`config.mk`:
```
export PLATFORM = sky130hd
export DESIGN_NAME = alu_arbiter
export DESIGN_NICKNAME = d
export VERILOG_FILES = /design/src/rtl/alu_arbiter.sv
export SDC_FILE = /design/constraint.sdc
export NUM_CORES = 1
export LEC_CHECK = 0
export CAP_MARGIN = 15
export CORE_MARGIN = 3
export CORE_UTILIZATION = 35
export CTS_CLUSTER_DIAMETER = 100
export CTS_CLUSTER_SIZE = 20
export DETAILED_ROUTE_END_ITERATION = 12
export PLACE_DENSITY = 0.76
export SLEW_MARGIN = 20
export SYNTH_ARGS = -nofsm -noshare
export SYNTH_HDL_FRONTEND = slang
export SYNTH_SLANG_ARGS = --single-unit
```
`constraint.sdc`:
```
create_clock -name clk -period 2.2 [get_ports clk]
set_clock_uncertainty 0.2 [all_clocks]
set_input_delay 0.33 -clock clk [delete_from_list [all_inputs] [get_ports clk]]
set_output_delay 0.33 -clock clk [all_outputs]
set_load 0.02 [all_outputs]
```
`src/rtl/alu_arbiter.sv`:
```
`default_nettype none
// ============================================================================
// Module   : alu_arbiter
// Purpose  : Shares one combinational ALU between two requesters (for example
//            the execute stage and a multi-cycle multiply/shift sequencer).
//            Requests are arbitrated round-robin over a valid/ready handshake.
//            The granted operands are latched and presented to the ALU for
//            one cycle. The ALU result and flags are captured and returned to
//            the granted requester over a valid/ready response handshake.
//
// Ports    : clk          - single clock, all state updates on rising edge
//            rst          - asynchronous, active-high reset
//            req_valid    - [1:0] per-requester request valid
//            req_ready    - [1:0] one-hot request accept (combinational)
//            req_a/req_b  - operands, requester i at [i*DATA_W +: DATA_W]
//            req_op       - opcodes, requester i at [i*OP_W +: OP_W]
//            resp_valid   - [1:0] one-hot response valid
//            resp_ready   - [1:0] per-requester response accept
//            resp_result  - captured ALU result (qualified by resp_valid)
//            resp_flags   - captured ALU flags  (qualified by resp_valid)
//            alu_a/alu_b  - registered operands to the ALU
//            alu_op       - registered opcode to the ALU
//            alu_result   - ALU result, combinational from alu_a/alu_b/alu_op
//            alu_flags    - ALU flags, combinational
//            busy         - high in any state other than IDLE
//            grant_cnt    - per-requester completed-op counters, 16 bits each
//
// Options  : ALU_ARB_STATS_EN - when defined, grant_cnt[i*16 +: 16] counts
//            completed response handshakes of requester i (wrapping). When
//            undefined, the counters are not built and grant_cnt is 0.
//
// Revision : 1.0 - initial release
// ============================================================================
module alu_arbiter #(
    parameter int DATA_W  = 16,
    parameter int OP_W    = 4,
    parameter int FLAGS_W = 4
) (
    input  logic                  clk,
    input  logic                  rst,
    // request side
    input  logic [1:0]            req_valid,
    output logic [1:0]            req_ready,
    input  logic [2*DATA_W-1:0]   req_a,
    input  logic [2*DATA_W-1:0]   req_b,
    input  logic [2*OP_W-1:0]     req_op,
    // response side
    output logic [1:0]            resp_valid,
    input  logic [1:0]            resp_ready,
    output logic [DATA_W-1:0]     resp_result,
    output logic [FLAGS_W-1:0]    resp_flags,
    // ALU side
    output logic [DATA_W-1:0]     alu_a,
    output logic [DATA_W-1:0]     alu_b,
    output logic [OP_W-1:0]       alu_op,
    input  logic [DATA_W-1:0]     alu_result,
    input  logic [FLAGS_W-1:0]    alu_flags,
    // status
    output logic                  busy,
    output logic [2*16-1:0]       grant_cnt
);

    // ------------------------------------------------------------------------
    // State encoding
    // ------------------------------------------------------------------------
    localparam logic [1:0] c_ST_IDLE = 2'd0;
    localparam logic [1:0] c_ST_EXEC = 2'd1;
    localparam logic [1:0] c_ST_RESP = 2'd2;

    localparam int c_CNT_W = 16;

    logic [1:0]          r_state;
    logic [1:0]          w_state_nxt;

    logic                r_ptr;        // round-robin priority pointer
    logic                r_gnt;        // requester owning the operation in flight

    logic                w_gnt_idx;    // requester that would win in IDLE
    logic                w_accept;     // a request transfers this cycle
    logic                w_resp_done;  // response handshake completes this cycle

    logic [DATA_W-1:0]   w_sel_a;
    logic [DATA_W-1:0]   w_sel_b;
    logic [OP_W-1:0]     w_sel_op;

    logic [DATA_W-1:0]   r_alu_a;
    logic [DATA_W-1:0]   r_alu_b;
    logic [OP_W-1:0]     r_alu_op;
    logic [DATA_W-1:0]   r_resp_result;
    logic [FLAGS_W-1:0]  r_resp_flags;

    // ------------------------------------------------------------------------
    // Arbitration
    // A lone requester wins regardless of the pointer, so a single busy
    // requester can issue back to back. Only on contention does the pointer
    // decide, and it is flipped away from the winner once its response
    // completes, which yields strict alternation under continuous contention.
    // ------------------------------------------------------------------------
    always_comb begin
        w_gnt_idx = r_ptr;
        case (req_valid)
            2'b01:   w_gnt_idx = 1'b0;
            2'b10:   w_gnt_idx = 1'b1;
            default: w_gnt_idx = r_ptr;
        endcase
    end

    assign w_accept    = (r_state == c_ST_IDLE) && (req_valid != 2'b00);
    // Only the granted requester's ready bit can complete the response.
    assign w_resp_done = (r_state == c_ST_RESP) && resp_ready[r_gnt];

    // Operand select for the winning requester.
    assign w_sel_a  = w_gnt_idx ? req_a[DATA_W +: DATA_W] : req_a[0 +: DATA_W];
    assign w_sel_b  = w_gnt_idx ? req_b[DATA_W +: DATA_W] : req_b[0 +: DATA_W];
    assign w_sel_op = w_gnt_idx ? req_op[OP_W +: OP_W]    : req_op[0 +: OP_W];

    // ------------------------------------------------------------------------
    // FSM: state register
    // ------------------------------------------------------------------------
    always_ff @(posedge clk or posedge rst) begin
        if (rst) begin
            r_state <= c_ST_IDLE;
        end else begin
            r_state <= w_state_nxt;
        end
    end

    // ------------------------------------------------------------------------
    // FSM: next-state logic
    // ------------------------------------------------------------------------
    always_comb begin
        w_state_nxt = r_state;
        case (r_state)
            c_ST_IDLE: begin
                if (w_accept) begin
                    w_state_nxt = c_ST_EXEC;
                end
            end
            // The ALU is combinational, so a single cycle with the latched
            // operands on alu_* is enough to capture its outputs.
            c_ST_EXEC: begin
                w_state_nxt = c_ST_RESP;
            end
            c_ST_RESP: begin
                if (w_resp_done) begin
                    w_state_nxt = c_ST_IDLE;
                end
            end
            default: begin
                w_state_nxt = c_ST_IDLE;
            end
        endcase
    end

    // ------------------------------------------------------------------------
    // FSM: outputs
    // resp_valid is decoded from the RESP state and the recorded grant, so it
    // rises on the EXEC edge (when the result is captured) and falls on the
    // completing handshake edge.
    // ------------------------------------------------------------------------
    always_comb begin
        req_ready  = 2'b00;
        resp_valid = 2'b00;
        busy       = 1'b1;
        case (r_state)
            c_ST_IDLE: begin
                busy = 1'b0;
                if (w_accept) begin
                    req_ready = {w_gnt_idx, ~w_gnt_idx};
                end
            end
            c_ST_EXEC: begin
                resp_valid = 2'b00;
            end
            c_ST_RESP: begin
                resp_valid = {r_gnt, ~r_gnt};
            end
            default: begin
                busy = 1'b1;
            end
        endcase
    end

    // ------------------------------------------------------------------------
    // Grant bookkeeping and round-robin pointer
    // ------------------------------------------------------------------------
    always_ff @(posedge clk or posedge rst) begin
        if (rst) begin
            r_ptr <= 1'b0;
            r_gnt <= 1'b0;
        end else begin
            if (w_accept) begin
                r_gnt <= w_gnt_idx;
            end
            if (w_resp_done) begin
                r_ptr <= ~r_gnt;
            end
        end
    end

    // ------------------------------------------------------------------------
    // Datapath: operand latch and result capture
    // alu_* only load on an accepted request and otherwise hold, so the ALU
    // inputs do not toggle while idle.
    // ------------------------------------------------------------------------
    always_ff @(posedge clk or posedge rst) begin
        if (rst) begin
            r_alu_a       <= '0;
            r_alu_b       <= '0;
            r_alu_op      <= '0;
            r_resp_result <= '0;
            r_resp_flags  <= '0;
        end else begin
            if (w_accept) begin
                r_alu_a  <= w_sel_a;
                r_alu_b  <= w_sel_b;
                r_alu_op <= w_sel_op;
            end
            if (r_state == c_ST_EXEC) begin
                r_resp_result <= alu_result;
                r_resp_flags  <= alu_flags;
            end
        end
    end

    assign alu_a       = r_alu_a;
    assign alu_b       = r_alu_b;
    assign alu_op      = r_alu_op;
    assign resp_result = r_resp_result;
    assign resp_flags  = r_resp_flags;

    // ------------------------------------------------------------------------
    // Optional per-requester completion counters
    // ------------------------------------------------------------------------
`ifdef ALU_ARB_STATS_EN
    generate
        for (genvar gi = 0; gi < 2; gi++) begin : g_stats
            logic [c_CNT_W-1:0] r_cnt;

            always_ff @(posedge clk or posedge rst) begin
                if (rst) begin
                    r_cnt <= '0;
                end else if (w_resp_done && (r_gnt == 1'(gi))) begin
                    r_cnt <= r_cnt + {{(c_CNT_W-1){1'b0}}, 1'b1};
                end
            end

            assign grant_cnt[gi*c_CNT_W +: c_CNT_W] = r_cnt;
        end
    endgenerate
`else
    assign grant_cnt = '0;
`endif

endmodule
`default_nettype wire
```
==> out/qor.txt <==
status = complete, no violations
highest metal used = met4
total number of vias = 2,339
utilization after layout = 0.602
sequential share of the synthesized area = 0.506
H-tree Lvls = 3
Final period util = 0.940
PwrDens = 1360 nW/um2
post-synthesis register bit count = 60
clock period minus worst slack = 2070 ps
WL final = 7260 um
largest net degree at the start of global routing = 61
post-synth top area share = 0.506
final instance area = 4800 um2
I/O Buffers = 158
CTS Root Cell = clkbuf_8
vias in the first global route = 2,460
nets = 530
count leader, synth = dfrtp_1
gpl congestion = 0.794
Sink Count = 60
Detail Route met2 WL = 3780 um
max-slew violation count = 0
Synth Flop Type = dfrtp_1
Vias/cell = 4.36
I/O pin count = 191
synthesized cell area = 2970 um2
Initial Util = 0.372
Crit. End Element = primary output
Routed Antenna Nets = 0
initial antenna violation count = 0
proportion of layout cells with a drive suffix above 1 = 0.131
DRC Markers = 0
Non-Filler Instances = 536
detailed placer's ending HPWL = 5670 um
DR WL met3 = 525 um
Clock Latency Late Sink = 330 ps
All-Layer GR Usage = 0.156
Pleak = 2.16 nW
final setup vio count = 0
Worst EP arrival = 1540 ps
Avg Cell Area, Syn = 11.3 um2
Area after DPL = 4520 um2
area grow syn2layout = 61.7%
most frequent cells after synthesis = dfrtp_1, mux2i_1, nand2_1, o21ai_0, buf_4
max-cap viol count = 0
Post-Syn Instances = 262
highest ir drop seen on vdd = 0.000624 V
Clock transition at path regs = 60 ps
placed cells = 517
Max clock buf depth = 2
Worst setup SP type = flip-flop
CP Max Fanout = 6
core area = 7970 um2
die width = 98.1 um
top post-synthesis cells by area = dfrtp_1, mux2i_1, buf_4
CTS tree = done
metal1 wirelength = 2860 um
class of the worst hold path = input pin to asynchronous set/reset pin
Die ar. = 9620 um2
dpl ws = -631 ps
total grt overflow = 0
hold buffer count at cts = 0
fin worst setup slack = 132 ps
Num CTS Buffers = 9
drt wl/cell = 13.5 um
Yosys top cell by area = dfrtp_1
row cnt = 32
Post-synth EDFFs = 0
FILL cells = 694
RSZ-0062 raised after global routing = false
Max Freq = 0.484 GHz
Yosys cell types = 25
CP Class = flip-flop to primary output
die height = 98.1 um
ant diodes = 0
final hold vios = 0
first-pass GRT wire length = 11,900 um
router iterations before antenna repair = 4
synth warn = 0
ys async rst share = 1.00
DR iter-0 viols = 39
Worst EP required = 1670 ps
setup TNS = 0 ps
## registers in the layout, indices dropped and copies added (netlist names)
signal and flops:
r_state 2, alu_a 16, r_ptr 1, r_gnt 1, alu_op 4, resp_result 16, resp_flags 4, alu_b 16
## path summary, 6_finish.rpt
| check | from | end | depth (start not counted) | slack [ps] |
|---|---|---|---|---|
| setup / recovery | r_state[1] | req_ready[0] | 3 | 130 |
| hold / removal | rst | resp_result[4] | 3 | 180 |
| setup reg to reg | r_state[1] | alu_a[3] | 4 | 520 |
| hold reg to reg | alu_b[6] | alu_b[6] | 2 | 280 |
| max in group asynchronous | rst | alu_b[0] | 3 | 1360 |
| min in group clk | alu_b[6] | alu_b[6] | 2 | 280 |
## worst max-delay path, stage by stage, from the launching register on
cell and delay, ps:
dfrtp_1 430, or3_4 420, a211oi_4 200, buf_6 150
## report_power, final
group / internal (mW) / leakage (nW) / switching, mW / total (mW)
combinational: 1.69 / 1.32 / 1.71 / 3.41
clock: 0.750 / 0.117 / 0.416 / 1.17
sequential: 1.66 / 0.721 / 0.284 / 1.95
## logic make-up (layout without fill, tap and decap cells)
group,after synthesis,in the layout,share of synthesized area
DFF,60,60,0.506
adders and majority gates,3,3,0.0127
muxes,57,57,0.201
buffers and inverters,52,193,0.136
AOI/OAI and AO/OA,42,42,0.0763
and+or+nand+nor,47,47,0.0671
other,1,32,0.00126
## placed cells by master, fill, tap and decap left out, drive strengths merged, types with 2 or more instances in the layout
cell | Yosys | layout
clkdlybuf4s50 | 0 | 151
inv | 6 | 6
clkinv | 0 | 2
mux2 | 20 | 20
nor2 | 5 | 5
o21ai | 39 | 39
bufinv | 0 | 3
nand2 | 36 | 36
dlygate4sd2 | 0 | 5
mux2i | 37 | 37
clkbuf | 3 | 11
ha | 3 | 3
buf | 43 | 15
dfrtp | 60 | 60
conb | 1 | 32
## what timing repair did
item,in CTS,in global routing
buffers inserted,3,0
endpoints found under the setup margin,10,0
gates resized for setup,20,0
## metal layers
metal | up-vias | global-route usage
li1 | 1147 | -
met2 | 97 | 0.273
met4 | 0 | 0.0607
met3 | 9 | 0.0486
met5 | - | 0
met1 | 1086 | 0.177
## final cells by class
cell class                 count  area (um2)  share of cell area
timing repair buffer         171        1710               0.356
clock buffer                  11         131              0.0274
tap                          102         128              0.0266
inverter                       6        22.5             0.00470
multi-input combinational    181        1200               0.251
clock inverter                 5         100              0.0209
sequential                    60        1500               0.313
## through the flow
| stage | total power, mW | hold WS [ps] |
|---|---|---|
| floorplan | 3.97 | 280 |
| detailed placement | 5.43 | 269 |
| global placement | 5.34 | 260 |
| finish | 6.52 | 178 |
| CTS | 6.62 | 177 |
| global route | 6.96 | 237 |
No activity file was read; power rests on OpenSTA's default activity.
==> RTL change, RTL diff (config.mk and constraints unchanged) <==
The option `ALU_ARB_STATS_EN` is turned on by a define.
--- a/src/rtl/alu_arbiter.sv
+++ b/src/rtl/alu_arbiter.sv
@@ -31,6 +31,8 @@
 //
 // Revision : 1.0 - initial release
 // ============================================================================
+`define ALU_ARB_STATS_EN
+
 module alu_arbiter #(
     parameter int DATA_W  = 16,
     parameter int OP_W    = 4,
Check against the original RTL: not equivalent (Yosys sat finds a counterexample within 4 cycles, from zero or initial values and one cycle with rst high).
==> RTL change against the unedited design <==
Utilization about the same; sequential cell count up 32; wire length up 47%; via count up 41%; final area up 38%; sequential share of layout area up 3.4 points; worst setup slack worse by 0.063 ns; area after synthesis up 36%; combinational power up 14%; synthesized cell count up 32%; cell count up 30%; register-to-register slack worse by 0.38 ns; total power up 27%; critical endpoint unchanged.
==> RTL change: results (changes against the unedited design) <==
stage,metric,value,unit,change
worst_setup_path,critPathTopFamily,buffers and inverters,,
route,met1_length,4233,um,+48%
route,vias,3288,,+41%
status,status,"finished, final reports clean",,
route,wl_met2,5508,um,+46%
layout,nets,657,,+24%
place,dp_hpwl,7963,um,+40%
global_route,grt_max_degree,75,,+23%
global_route,grt_pass1_vias,3544,,+44%
worst_setup_path,r2r-end,r_gnt,,
worst_setup_path,arrival,1.60,ns,+0.06 ns
route,via_per_inst,4.711,,+7.9%
global_route,grt.met3_usage,5.294,%,+0.44 points
place,dp.cells,674,,+30%
global_route,grt_pass1_wl,17440,um,+46%
power,ir_drop,0.9297,mV,+49%
route,avgRoutedWirePerCell,15.27,um,+13%
worst_setup_path,crit_path_max_fanout,3,,-3
logic_synthesis,syn_avg_cell_area,11.69,sq um,+3.2%
worst_setup_path,r2r_slack,0.14,ns,-0.38 ns
timing,worst_hold_slack,0.2279,ns,+0.04957 ns
clocking,clockRootBuffer,clkbuf_16,,
layout,drive_gt1_share,13.98,%,+0.84 points
global_route,grt_usage,17.09,%,+1.5 points
place,pre_cts_slack,-0.7573,ns,-0.1263 ns
power,p_sw,2945,uW,+22%
logic_synthesis,synthTopCellsByCount,"dfrtp_1, nand2_1, mux2i_1, o21ai_0, mux2_2",,
==> RTL change: cell count changes after synthesis, moves of 3 or more <==
| cell | delta |
|---|---|
| buf_6 | -5 |
| nor3_1 | +3 |
| buf_8 | -3 |
| dfrtp_1 | +32 |
| xnor2_1 | +19 |
| buf_4 | -31 |
| nor2_1 | +5 |
| nand4_1 | +6 |
| xor2_1 | +11 |
| nand3_1 | +6 |
| nand2_1 | +18 |
| and3_1 | +6 |
| clkbuf_1 | +8 |
| o21ai_1 | -4 |
==> RTL change: final cells by class <==
class / count / share of cell area (%)
Timing Repair Buffer: 213 / 32.03
Multi-Input combinational cell: 232 / 25.36
Sequential cell: 92 / 34.67
Inverter: 6 / 0.3957
Clock inverter: 4 / 1.093
Tap cell: 140 / 2.638
Clock buffer: 11 / 3.806
==> RTL change: logic make-up after synthesis <==
kind of cell	Yosys count
muxes	57
adders and majority gates	5
xor gates and xnor gates	30
AOI/OAI and AO/OA	41
and+or+nand+nor	99
DFF	92
buffers and inverters	21
